**src/rtl/pdm_rec_ctrl_if.sv**
```systemverilog
// Sample-memory bus between the record/playback controller and the sample RAM.
// The RAM answers a read with mem_rdata valid exactly one cycle after mem_re.
interface pdm_rec_ctrl_if #(
   parameter int ADDR_W = 17,
   parameter int DATA_W = 7
) ();
   logic              mem_we;
   logic [ADDR_W-1:0] mem_waddr;
   logic [DATA_W-1:0] mem_wdata;
   logic              mem_re;
   logic [ADDR_W-1:0] mem_raddr;
   logic [DATA_W-1:0] mem_rdata;

   modport master (
      output mem_we,
      output mem_waddr,
      output mem_wdata,
      output mem_re,
      output mem_raddr,
      input  mem_rdata
   );

   modport slave (
      input  mem_we,
      input  mem_waddr,
      input  mem_wdata,
      input  mem_re,
      input  mem_raddr,
      output mem_rdata
   );
endinterface

```
**src/rtl/pdm_rec_ctrl.sv**
```systemverilog
// Record/playback controller: captures one memory-full of decimated PDM samples,
// then replays them at a fixed divided rate with an amplifier enable and LED meter.
module pdm_rec_ctrl #(
   parameter int ADDR_W   = 17,
   parameter int DATA_W   = 7,
   parameter int PLAY_DIV = 1024
) (
   input  logic              clk,
   input  logic              rst,
   input  logic              i_rec_start,
   input  logic              i_play_start,
   input  logic              i_sample_valid,
   input  logic [DATA_W-1:0] i_sample_data,
   pdm_rec_ctrl_if.master    mem_bus,
   output logic              o_play_valid,
   output logic [DATA_W-1:0] o_play_data,
   output logic              o_amp_en,
   output logic              o_busy,
   output logic [15:0]       o_led,
   output logic [1:0]        o_state
);
   // Handshake: every strobe (start pulses, sample_valid, mem_we, mem_re,
   // play_valid) is a single-cycle qualifier with no backpressure; data beside
   // a strobe is only meaningful in the cycle the strobe is high.

   localparam int DEPTH = 2 ** ADDR_W;
   localparam int DIV_W = $clog2(PLAY_DIV);
   localparam logic [ADDR_W:0]  LAST_ADDR = (ADDR_W+1)'(DEPTH - 1);
   localparam logic [ADDR_W:0]  FULL      = (ADDR_W+1)'(DEPTH);
   localparam logic [DIV_W-1:0] DIV_LAST  = DIV_W'(PLAY_DIV - 1);

   typedef enum logic [1:0] {
      ST_IDLE = 2'd0,
      ST_REC  = 2'd1,
      ST_PLAY = 2'd2
   } state_t;

   state_t            r_state;
   state_t            w_next;
   logic              w_rec_go;
   logic              w_play_go;
   logic              w_rec_last;
   logic              w_div_wrap;

   // r_count is the LED level too: it climbs while recording and is
   // reloaded to DEPTH then counted down per delivered sample while playing.
   logic [ADDR_W:0]   r_count;
   logic [ADDR_W:0]   r_rd_idx;
   logic              r_recorded;
   logic [DIV_W-1:0]  r_div;
   logic              r_we;
   logic [ADDR_W-1:0] r_waddr;
   logic [DATA_W-1:0] r_wdata;
   logic              r_re;
   logic [ADDR_W-1:0] r_raddr;
   logic              r_pv;
   logic [DATA_W-1:0] r_play_hold;

   always_ff @(posedge clk) begin
      if (rst) begin
         r_state <= ST_IDLE;
      end else begin
         r_state <= w_next;
      end
   end

   always_comb begin
      w_next     = r_state;
      w_rec_go   = 1'b0;
      w_play_go  = 1'b0;
      w_rec_last = 1'b0;
      o_busy     = 1'b0;
      o_amp_en   = 1'b0;
      case (r_state)
         ST_IDLE: begin
            if (i_rec_start) begin
               w_rec_go = 1'b1;
               w_next   = ST_REC;
            end else if (i_play_start && r_recorded) begin
               w_play_go = 1'b1;
               w_next    = ST_PLAY;
            end
         end
         ST_REC: begin
            o_busy = 1'b1;
            if (i_sample_valid && (r_count == LAST_ADDR)) begin
               w_rec_last = 1'b1;
               w_next     = ST_IDLE;
            end
         end
         ST_PLAY: begin
            o_busy   = 1'b1;
            o_amp_en = 1'b1;
            // The level reaches zero exactly with the strobe for the last address.
            if (r_pv && (r_count == '0)) begin
               w_next = ST_IDLE;
            end
         end
         default: begin
            w_next = ST_IDLE;
         end
      endcase
   end

   assign w_div_wrap = (r_div == DIV_LAST);

   always_ff @(posedge clk) begin
      if (rst) begin
         r_count     <= '0;
         r_rd_idx    <= '0;
         r_recorded  <= 1'b0;
         r_div       <= '0;
         r_we        <= 1'b0;
         r_waddr     <= '0;
         r_wdata     <= '0;
         r_re        <= 1'b0;
         r_raddr     <= '0;
         r_pv        <= 1'b0;
         r_play_hold <= '0;
      end else begin
         r_we <= 1'b0;
         r_re <= 1'b0;
         r_pv <= r_re;
         if (r_pv) begin
            r_play_hold <= mem_bus.mem_rdata;
         end
         if (w_rec_go) begin
            r_count    <= '0;
            r_recorded <= 1'b0;
         end else if (w_play_go) begin
            r_count  <= FULL;
            r_div    <= '0;
            r_re     <= 1'b1;
            r_raddr  <= '0;
            r_rd_idx <= (ADDR_W+1)'(1);
         end else if ((r_state == ST_REC) && i_sample_valid) begin
            r_we    <= 1'b1;
            r_waddr <= r_count[ADDR_W-1:0];
            r_wdata <= i_sample_data;
            r_count <= r_count + 1'b1;
            if (w_rec_last) begin
               r_recorded <= 1'b1;
            end
         end else if (r_state == ST_PLAY) begin
            if (r_re) begin
               r_count <= r_count - 1'b1;
            end
            if (w_div_wrap) begin
               r_div <= '0;
               if (r_rd_idx != FULL) begin
                  r_re     <= 1'b1;
                  r_raddr  <= r_rd_idx[ADDR_W-1:0];
                  r_rd_idx <= r_rd_idx + 1'b1;
               end
            end else begin
               r_div <= r_div + 1'b1;
            end
         end
      end
   end

   // Read data arrives in the strobe cycle itself, so it is passed straight
   // through then and held afterwards.
   assign o_play_valid = r_pv;
   assign o_play_data  = r_pv ? mem_bus.mem_rdata : r_play_hold;

   always_comb begin
      o_led = '0;
      for (int i = 0; i < 16; i++) begin
         o_led[i] = (r_count >= (ADDR_W+1)'((i + 1) * (DEPTH / 16)));
      end
   end

   assign mem_bus.mem_we    = r_we;
   assign mem_bus.mem_waddr = r_waddr;
   assign mem_bus.mem_wdata = r_wdata;
   assign mem_bus.mem_re    = r_re;
   assign mem_bus.mem_raddr = r_raddr;
   assign o_state           = r_state;

endmodule

```
**src/flat_wrapper.sv**
```systemverilog
// flat-port wrapper written by rule: the top's interface ports become plain ports
module pdm_rec_ctrl_flat 
#(
   parameter int ADDR_W   = 17,
   parameter int DATA_W   = 7,
   parameter int PLAY_DIV = 1024
)
  (clk, rst, i_rec_start, i_play_start, i_sample_valid, i_sample_data, o_play_valid, o_play_data, o_amp_en, o_busy, o_led, o_state, mem_bus_mem_we, mem_bus_mem_waddr, mem_bus_mem_wdata, mem_bus_mem_re, mem_bus_mem_raddr, mem_bus_mem_rdata);
  pdm_rec_ctrl_if #(.ADDR_W(ADDR_W), .DATA_W(DATA_W)) mem_bus_i ();
  input  logic clk;
  input  logic rst;
  input  logic i_rec_start;
  input  logic i_play_start;
  input  logic i_sample_valid;
  input  logic [DATA_W-1:0] i_sample_data;
  output logic o_play_valid;
  output logic [DATA_W-1:0] o_play_data;
  output logic o_amp_en;
  output logic o_busy;
  output logic [15:0] o_led;
  output logic [1:0] o_state;
  output wire logic [$bits(mem_bus_i.mem_we)-1:0] mem_bus_mem_we;
  output wire logic [$bits(mem_bus_i.mem_waddr)-1:0] mem_bus_mem_waddr;
  output wire logic [$bits(mem_bus_i.mem_wdata)-1:0] mem_bus_mem_wdata;
  output wire logic [$bits(mem_bus_i.mem_re)-1:0] mem_bus_mem_re;
  output wire logic [$bits(mem_bus_i.mem_raddr)-1:0] mem_bus_mem_raddr;
  input wire logic [$bits(mem_bus_i.mem_rdata)-1:0] mem_bus_mem_rdata;
  assign mem_bus_mem_we = mem_bus_i.mem_we;
  assign mem_bus_mem_waddr = mem_bus_i.mem_waddr;
  assign mem_bus_mem_wdata = mem_bus_i.mem_wdata;
  assign mem_bus_mem_re = mem_bus_i.mem_re;
  assign mem_bus_mem_raddr = mem_bus_i.mem_raddr;
  assign mem_bus_i.mem_rdata = mem_bus_mem_rdata;
  pdm_rec_ctrl #(.ADDR_W(ADDR_W), .DATA_W(DATA_W), .PLAY_DIV(PLAY_DIV)) u_core (.clk(clk), .rst(rst), .i_rec_start(i_rec_start), .i_play_start(i_play_start), .i_sample_valid(i_sample_valid), .i_sample_data(i_sample_data), .mem_bus(mem_bus_i), .o_play_valid(o_play_valid), .o_play_data(o_play_data), .o_amp_en(o_amp_en), .o_busy(o_busy), .o_led(o_led), .o_state(o_state));
endmodule
```
**config.mk**
```make
export PLATFORM = sky130hd
export DESIGN_NAME = pdm_rec_ctrl_flat
export DESIGN_NICKNAME = d
export VERILOG_FILES = /design/src/rtl/pdm_rec_ctrl_if.sv /design/src/rtl/pdm_rec_ctrl.sv /design/src/flat_wrapper.sv
export SDC_FILE = /design/constraint.sdc
export NUM_CORES = 1
export LEC_CHECK = 0
export CORE_MARGIN = 2
export CORE_UTILIZATION = 45
export DETAILED_ROUTE_END_ITERATION = 6
export DONT_BUFFER_PORTS = 1
export PLACE_DENSITY = 0.73
export SLEW_MARGIN = 10
export SYNTH_ARGS = -nofsm -noshare
export SYNTH_HDL_FRONTEND = slang
export SYNTH_SLANG_ARGS = --single-unit
export TNS_END_PERCENT = 5
```
**constraint.sdc**
```tcl
create_clock -name clk -period 3.2 [get_ports clk]
set_clock_uncertainty 0.2 [all_clocks]
set_input_delay 0.32 -clock clk [delete_from_list [all_inputs] [get_ports clk]]
set_output_delay 0.32 -clock clk [all_outputs]
set_load 0.02 [all_outputs]
```
==> metrics, run 1 <==
WS Path Type flop to flop; Pins Over Slew Limit 0; Setup Buffers After CTS 0; Inserted Diodes 0; synth warn 0; clock buffer count from CTS 9; DP HPWL 8980 µm; mapped cell area 4960 µm²; share of layout cells above drive strength 1 0.0899; Root Buffer clkbuf_8; Seq/Total Area, Yosys 0.403; post-synthesis cell count 618; setup TNS 0 ps; global-route wire length before repair 20200 µm; ANT nets after route 0; clock-pin slew on the worst setup and hold paths 90 ps; Synthesized Nets 660; Total Power 2.52 mW; Synth top area share 0.403; Critical Path Fanout Max 9; CTS tree yes; die span in y 109 µm; Final min period 3030 ps; initial antenna violation count 0; FF+latch count, synth 100; DR vias/cell 5.73; Final setup viols 0; IO buf count 0; max-cap violation count 0; Chip Width 109 µm; Inst Count DP 748; die area 11900 µm²; final design utilization 0.511; Post-synth top cells nand2_1, dfxtp_1, a21oi_1, nor2_1, nand3_1; leading cell type by number of instances after synthesis nand2_1; H-tree Lvls 3; largest net degree at the start of global routing 57; top cells by area, synth dfxtp_1, nand2_1, a21oi_1; dpl ws 42.1 ps; Startpoint Class flop; synth unique cells 52; gr usage total 0.215; initial core utilization 0.460; drt first pass iters 6; Syn Area/Cell 8.03 µm²; Post-synth EDFFs 0; initial DRC count 283; nets 671; # fillers 999; total grt overflow 0; crit end category flop; Final Cycle Share 0.947; GPL Wtd Cong 0.939; Primary FF master, synth dfxtp_1; Static Leak 2.13 nW; # IOs 90; worst relative slew slack 0.436; Clock Sinks 100; clk_lat worst skew 370 ps; post-synthesis cell type with the largest combined area dfxtp_1; outcome finished, final reports clean; FP Rows 38; area grow syn2layout 11.0%; WP data required 3310 ps; DR vias 4433; average wire per standard cell 16.3 µm; DRC Markers 0; clk buf depth 2; asr flop ratio synth 0; final hold vios 0; vias in the first global route 4128; worst hold path class primary input to flop; Max Fclk 0.330 GHz; post-route setup slack 168 ps; Post-Layout Cell Count 774; RSZ-0062 raised after global routing true; worst slew pin tran 845 ps; WL final 12600 µm; Max rail drop VDD 0.319 mV; Core ar. 10800 µm²; power density cells 457 nW/µm²; WP data arrival 3140 ps
[logic make-up (layout without fill, tap and decap cells)]
kind of cell | after synthesis | count (layout) | synth area share
adders and majority gates | 23 | 23 | 0.0595
DFF | 100 | 100 | 0.403
and+or+nand+nor | 271 | 271 | 0.258
AOI/OAI and AO/OA | 142 | 142 | 0.172
muxes | 9 | 9 | 0.0199
buffers and inverters | 43 | 59 | 0.0340
xor gates and xnor gates | 30 | 30 | 0.0529
[routing by layer]
metal,vias to the layer above,GRT usage,wire (µm)
met1,2098,0.272,5520
met3,19,0.0646,985
met5,-,0,0
met4,0,0.0586,203
li1,2173,-,-
met2,143,0.354,5890
[cells in the final DEF (no fill, tap or decap), types with 4 or more instances in the layout]
master / count
and3_1: 8
inv_1: 14
o21a_1: 5
mux2_2: 7
a21oi_1: 74
nor2_1: 43
a211oi_1: 7
nor4_1: 4
nand4_1: 9
nand2b_1: 9
a21o_1: 9
xnor2_1: 8
xor2_1: 22
buf_4: 19
o21ai_0: 22
clkbuf_8: 10
nor2b_1: 9
nor3_1: 9
dlygate4sd3_1: 9
ha_1: 21
or3_1: 9
dfxtp_1: 100
nand2_1: 116
nand3_1: 37
[flip-flops by register name (all words and copies together) (netlist names), 2 cells and up]
name and cells:
u_core.r_div 10, u_core.mem_bus.mem_raddr 17, u_core.r_count 18, u_core.mem_bus.mem_waddr 17
u_core.r_rd_idx 18, u_core.o_state 2, u_core.mem_bus.mem_wdata 7, u_core.r_play_hold 7
[stage by stage]
stage               cell area (µm²)  hold WS (ps)
finish                         5510          44.6
CTS                            5500          23.8
global placement               5170           198
detailed placement             5170           199
floorplan                      4970           254
global route                   5510          67.9
[critical path, cell delays in order (launching register included)]
cell and delay, ps:
dfxtp_1 410, or3_1 550, or3_4 450, o21a_1 220, a21oi_2 190, nand3_1 100, a221oi_1 270, dlygate4sd3_1 600
[layout make-up]
cell class / instances / area [µm²] / area share
flip-flops and latches: 100 / 2000 / 0.363
inverters: 14 / 52.6 / 0.00954
repair buffers: 29 / 260 / 0.0472
clock buffers: 10 / 138 / 0.0250
well taps: 140 / 175 / 0.0318
multi-input cells: 475 / 2810 / 0.510
clock inverters: 6 / 72.6 / 0.0132
[path summary, 6_finish.rpt]
check	startpoint	to	slack [ps]	cells past startpoint
worst max-delay path	u_core.r_count[15]	u_core.o_state[1]	170	7
worst min-delay path	i_rec_start	u_core.mem_bus.mem_we	40	3
worst max register to register	u_core.r_count[15]	u_core.o_state[1]	170	7
worst min register to register	u_core.r_div[1]	u_core.r_div[1]	300	2
[timing repair]
| item | CTS | global route |
|---|---|---|
| resized for setup | 0 | 6 |
| hold buffers | 10 | 0 |
| setup endpoints to repair | 0 | 7 |
| hold endpoints to repair | 56 | 0 |
[report_power, final]
| part | switching, mW | internal (mW) |
|---|---|---|
| Sequential | 0.0287 | 1.26 |
| Clock | 0.457 | 0.391 |
| Combinational | 0.238 | 0.144 |
Note: power is estimated with default switching activity, not from simulation.
==> run 2: changes to the inputs <==
--- a/config.mk
+++ b/config.mk
@@ -6,10 +6,10 @@
 export NUM_CORES = 1
 export LEC_CHECK = 0
 export CORE_MARGIN = 2
-export CORE_UTILIZATION = 45
+export CORE_UTILIZATION = 57
 export DETAILED_ROUTE_END_ITERATION = 6
 export DONT_BUFFER_PORTS = 1
-export PLACE_DENSITY = 0.73
+export PLACE_DENSITY = 0.86
 export SLEW_MARGIN = 10
 export SYNTH_ARGS = -nofsm -noshare
 export SYNTH_HDL_FRONTEND = slang
==> metrics, run 2 (synthesized netlist as in run 1, its figures left out) <==
outcome finished, final reports clean (unchanged); post-route setup slack 236 ps (was 168 ps); Startpoint Class flop (unchanged); share of layout cells above drive strength 1 0.0810 (was 0.0899); FP Rows 34 (was 38); delay-heaviest family, CP compound AO/OA/AOI/OAI gates (was simple AND/OR/NAND/NOR gates); clk buf depth 2 (unchanged); most common cell after layout, fill and taps aside nand2_1 (unchanged); most frequent cells in the layout nand2_1, dfxtp_1, a21oi_1 (unchanged); GPL Wtd Cong 0.938 (was 0.939); NetSw 0.694 mW (was 0.723 mW); CP max stage cell a2111oi_0 (was dlygate4sd3_1); Max Fclk 0.337 GHz (was 0.330 GHz); Detail Route met3 WL 901 µm (was 985 µm); RSZ-0062 raised after global routing false (was true); Post-DP Area 5110 µm² (was 5170 µm²); WP buf/inv 3 (was 1); # IOs 90 (unchanged); clock-pin slew on the worst setup and hold paths 90 ps (about the same); design area 5410 µm² (was 5510 µm²); total grt overflow 0 (unchanged); Chip Width 97.3 µm (was 109 µm); largest net degree at the start of global routing 56 (was 57); Top Layer Used met4 (unchanged); Total Power 2.45 mW (was 2.52 mW); WP data arrival 3040 ps (was 3140 ps); Reg power frac 0.525 (was 0.512); drt first pass iters 5 (was 6); DP HPWL 8670 µm (was 8980 µm); Levels on crit path 12 (was 7); ANT nets after route 0 (unchanged); IO buf count 0 (unchanged); Max rail drop VDD 0.260 mV (was 0.319 mV); initial antenna violation count 0 (unchanged); power density cells 453 nW/µm² (was 457 nW/µm²); Reg2Reg Launch Point u_core.o_state[1] (was u_core.r_count[15]); met2 routed WL 5990 µm (was 5890 µm); Critical Path Fanout Max 16 (was 9); vias in the first global route 4269 (was 4128); die span in y 97.3 µm (was 109 µm); Clock power frac 0.323 (was 0.337); Combinational Power Share 0.152 (about the same); Final min period 2960 ps (was 3030 ps); gr usage total 0.263 (was 0.215); die area 9470 µm² (was 11900 µm²); Root Buffer clkbuf_8 (unchanged); worst hold path class primary input to flop (unchanged); Final setup viols 0 (unchanged); Core ar. 8590 µm² (was 10800 µm²); dpl ws 56.3 ps (was 42.1 ps); Setup Buffers After CTS 0 (unchanged); global-route wire length before repair 20300 µm (was 20200 µm); Static Leak 2.10 nW (was 2.13 nW); Sw Share 0.283 (was 0.287); Pins Over Slew Limit 0 (unchanged); area grow syn2layout 8.97% (was 11.0%); crit path to u_core.r_count[15] (was u_core.o_state[1]); met1 WL 5060 µm (was 5520 µm); H-tree Lvls 3 (unchanged); WHS Path Cells 2 (was 3); clk_lat worst skew 370 ps (about the same); Final Cycle Share 0.926 (was 0.947); registers with the most flip-flops u_core.r_count: 18 flops, u_core.r_rd_idx: 18 flops (unchanged); clock buffer count from CTS 9 (unchanged); DR vias 4374 (was 4433); setup TNS 0 ps (unchanged); worst r2r path cells 12 (was 7); critical path, cell by cell inv_1 > ha_1 > nand2_2 > buf_4 > ha_1 > a2111oi_0 > inv_1 > o21ai_2 > a21oi_1 > a21oi_1 > xor2_1 > o31ai_1 (was or3_1 > or3_4 > o21a_1 > a21oi_2 > nand3_1 > a221oi_1 > dlygate4sd3_1); Inserted Diodes 0 (unchanged); DRC Markers 0 (unchanged); crit end category flop (unchanged); # fillers 754 (was 999); final hold vios 0 (unchanged); DR vias/cell 5.93 (was 5.73); CTS tree yes (unchanged); initial DRC count 243 (was 283); nets 668 (was 671); WL final 12200 µm (was 12600 µm); initial core utilization 0.578 (was 0.460); WHS 24.3 ps (was 44.6 ps); Clock Sinks 100 (unchanged); Critical R2R Capture u_core.r_count[15] (was u_core.o_state[1]); Pint 1.76 mW (was 1.79 mW); worst slew pin tran 839 ps (was 845 ps); WP data required 3270 ps (was 3310 ps); WS Path Type flop to flop (unchanged); Critical Path Start u_core.o_state[1] (was u_core.r_count[15]); flop2flop setup slack 240 ps (was 170 ps); CP peak stage delay 440 ps (was 600 ps); max-cap violation count 0 (unchanged); worst relative slew slack 0.440 (was 0.436); average wire per standard cell 16.5 µm (was 16.3 µm)
==> run 2: changes by cell type in the layout (fill, tap and decap cells not counted), sizes merged <==
cell / delta
clkbuf: +1
clkinvlp: +1
buf: -2
dlygate4sd3: -1
clkinv: -2
inv: -1
==> run 2: layout make-up <==
| type | instances | area, µm² | area share |
|---|---|---|---|
| sequential | 100 | 2000 | 0.370 |
| clock buffer | 11 | 131 | 0.0243 |
| inverter | 14 | 52.6 | 0.00972 |
| tap | 108 | 135 | 0.0250 |
| clock inverter | 4 | 51.3 | 0.00948 |
| timing repair buffer | 26 | 228 | 0.0421 |
| multi-input combinational | 475 | 2810 | 0.519 |
==> run 2: power groups by stage <==
stage	clock network (mW)	registers [mW]	logic [mW]
after global routing	0.842	1.29	0.412
after CTS	0.798	1.29	0.360
after global placement	0	1.31	0.328
after detailed placement	0	1.31	0.338
after floorplan	0	1.31	0.274
final	0.792	1.29	0.373
==> run 2: stage by stage <==
stage	util	cells
3_3_place_gp	0.595	714
3_5_place_dp	0.595	714
5_1_grt	0.629	738
2_1_floorplan	-	618
6_report	0.629	738
4_1_cts	0.628	738
==> run 2: routing by layer <==
layer / GRT usage / up-vias
met4: 0.0951 / 0
met2: 0.459 / 167
met1: 0.325 / 2035
li1: - / 2154
met3: 0.0482 / 18
met5: 0 / -
==> run 2: how the worst min path moves through the flow <==
stage	from	endpoint	slack (ps)
final	i_rec_start	u_core.o_state[1]	20
after global routing	i_rec_start	u_core.o_state[1]	20
after CTS	i_rec_start	u_core.o_state[1]	10
after detailed placement	rst	u_core.mem_bus.mem_raddr[13]	200
after global placement	rst	u_core.mem_bus.mem_raddr[10]	200
after floorplan	u_core.r_div[1]	u_core.r_div[1]	250
==> run 2: what timing repair did <==
item,in CTS,in global routing
endpoints found under the hold margin,55,0
gates resized for setup,0,5
hold buffers,9,0
endpoints found under the setup margin,0,9
==> run 3: changes to the inputs <==
--- a/config.mk
+++ b/config.mk
@@ -10,6 +10,7 @@
 export DETAILED_ROUTE_END_ITERATION = 6
 export DONT_BUFFER_PORTS = 1
 export PLACE_DENSITY = 0.86
+export REMOVE_ABC_BUFFERS = 1
 export SLEW_MARGIN = 10
 export SYNTH_ARGS = -nofsm -noshare
 export SYNTH_HDL_FRONTEND = slang
==> metrics, run 3 (synthesized netlist as in run 1, its figures left out) <==
Final Cycle Share 0.956 (was 0.926); WP data arrival 3130 ps (was 3040 ps); GPL Wtd Cong 0.956 (was 0.938); Final min period 3060 ps (was 2960 ps); average wire per standard cell 17.1 µm (was 16.5 µm); Critical R2R Capture u_core.r_count[14] (was u_core.r_count[15]); Critical Path Fanout Max 12 (was 16); die span in y 97.3 µm (unchanged); FP Rows 34 (unchanged); vias in the first global route 4332 (was 4269); CTS tree yes (unchanged); outcome finished, final reports clean (unchanged); Reg2Reg Launch Point u_core.o_state[1] (unchanged); Root Buffer clkbuf_8 (unchanged); clock-pin slew on the worst setup and hold paths 100 ps (was 90 ps); IO buf count 0 (unchanged); Core ar. 8590 µm² (unchanged); DR vias/cell 6.10 (was 5.93); global-route wire length before repair 21000 µm (was 20300 µm); registers with the most flip-flops u_core.r_count: 18 flops, u_core.r_rd_idx: 18 flops (unchanged); NetSw 0.727 mW (was 0.694 mW); initial core utilization 0.578 (unchanged); DRC Markers 0 (unchanged); WP data required 3270 ps (about the same); power density cells 445 nW/µm² (was 453 nW/µm²); # IOs 90 (unchanged); Pins Over Slew Limit 0 (unchanged); # fillers 747 (was 754); flop2flop setup slack 140 ps (was 240 ps); dpl ws -31.1 ps (was 56.3 ps); Post-Layout Cell Count 741 (was 738); Inst Count DP 715 (was 714); crit end category flop (unchanged); DP HPWL 8830 µm (was 8670 µm); WL final 12700 µm (was 12200 µm); largest net degree at the start of global routing 55 (was 56); worst hold path class primary input to flop (unchanged); Combinational Power Share 0.156 (was 0.152); max-cap violation count 0 (unchanged); DR vias 4523 (was 4374); clk buf depth 2 (unchanged); Inserted Diodes 0 (unchanged); area grow syn2layout 9.73% (was 8.97%); Sw Share 0.299 (was 0.283); gr usage total 0.270 (was 0.263); Critical Path Start u_core.o_state[1] (unchanged); initial DRC count 211 (was 243); Setup Buffers After CTS 0 (unchanged); final hold vios 0 (unchanged); Max Fclk 0.327 GHz (was 0.337 GHz); initial antenna violation count 1 (was 0); WS Path Type flop to flop (unchanged); Clock Sinks 100 (unchanged); worst r2r path cells 11 (was 12); clk_lat worst skew 360 ps (was 370 ps); Pint 1.70 mW (was 1.76 mW); clock buffer count from CTS 9 (unchanged); Startpoint Class flop (unchanged); Max rail drop VDD 0.291 mV (was 0.260 mV); Hold EP u_core.mem_bus.mem_we (was u_core.o_state[1]); post-route setup slack 140 ps (was 236 ps); total grt overflow 0 (unchanged); drt first pass iters 5 (unchanged); Chip Width 97.3 µm (unchanged); worst relative slew slack 0.398 (was 0.440); RSZ-0062 raised after global routing true (was false); nets 671 (was 668); Clock power frac 0.314 (was 0.323); Hold Startpoint i_rec_start (unchanged); ANT nets after route 0 (unchanged); Total Power 2.43 mW (was 2.45 mW); Reg power frac 0.531 (was 0.525); die area 9470 µm² (unchanged); share of layout cells above drive strength 1 0.0885 (was 0.0810); most frequent cells in the layout nand2_1, dfxtp_1, a21oi_1 (unchanged); Final setup viols 0 (unchanged); most common cell after layout, fill and taps aside nand2_1 (unchanged); worst slew pin tran 902 ps (was 839 ps); WHS 49.9 ps (was 24.3 ps); H-tree Lvls 3 (unchanged); Static Leak 2.12 nW (was 2.10 nW); WHS Path Cells 3 (was 2)
## run 3: power by group through the flow
stage	sequential [mW]	clock, mW	combinational (mW)
3_3_place_gp	1.31	0	0.325
4_1_cts	1.29	0.773	0.361
2_1_floorplan	1.31	0	0.258
5_1_grt	1.29	0.823	0.420
6_report	1.29	0.761	0.378
3_5_place_dp	1.32	0	0.335
## run 3: final cells by class
type	count	area [µm²]	area share
repair buffers	29	255	0.0469
multi-input cells	475	2820	0.518
inverters	14	52.6	0.00965
clock inverters	6	57.6	0.0106
well taps	108	135	0.0248
flip-flops and latches	100	2000	0.368
clock buffers	9	124	0.0227
## run 3: through the flow
stage | cell area [µm²] | util | setup TNS [ps]
CTS | 5420 | 0.631 | 0
global placement | 5120 | 0.596 | 0
finish | 5450 | 0.634 | 0
global route | 5450 | 0.634 | -117
floorplan | 4850 | - | -356
detailed placement | 5120 | 0.596 | -31.1
## run 3: worst max-delay path by stage
stage / endpoint
after detailed placement: u_core.r_count[16]
after global placement: u_core.r_count[11]
after global routing: u_core.r_count[14]
after CTS: u_core.r_count[16]
final: u_core.r_count[14]
after floorplan: u_core.r_count[16]
## run 3: worst max-delay path, cell delays in order, from the launching register on
cell	delay (ps)
dfxtp_1	330
inv_1	90
ha_1	210
nand2_1	150
buf_4	190
buf_4	180
ha_1	360
a2111o_1	460
o211ai_1	290
o21ai_0	150
xnor2_1	140
a211oi_1	210
## run 3: what timing repair did
action                                  in CTS  in global routing
pin swaps                                    0                  0
endpoints found under the setup margin       4                  8
resized for setup                            2                  9
hold buffers                                11                  0
endpoints found under the hold margin       54                  0
## run 3: per-layer routing
layer,up-vias,part of all wire,track usage
met3,31,0.075,0.0619
met1,2124,0.42,0.344
met5,-,0.0013,0
met2,190,0.47,0.443
met4,2,0.030,0.113
li1,2176,-,-
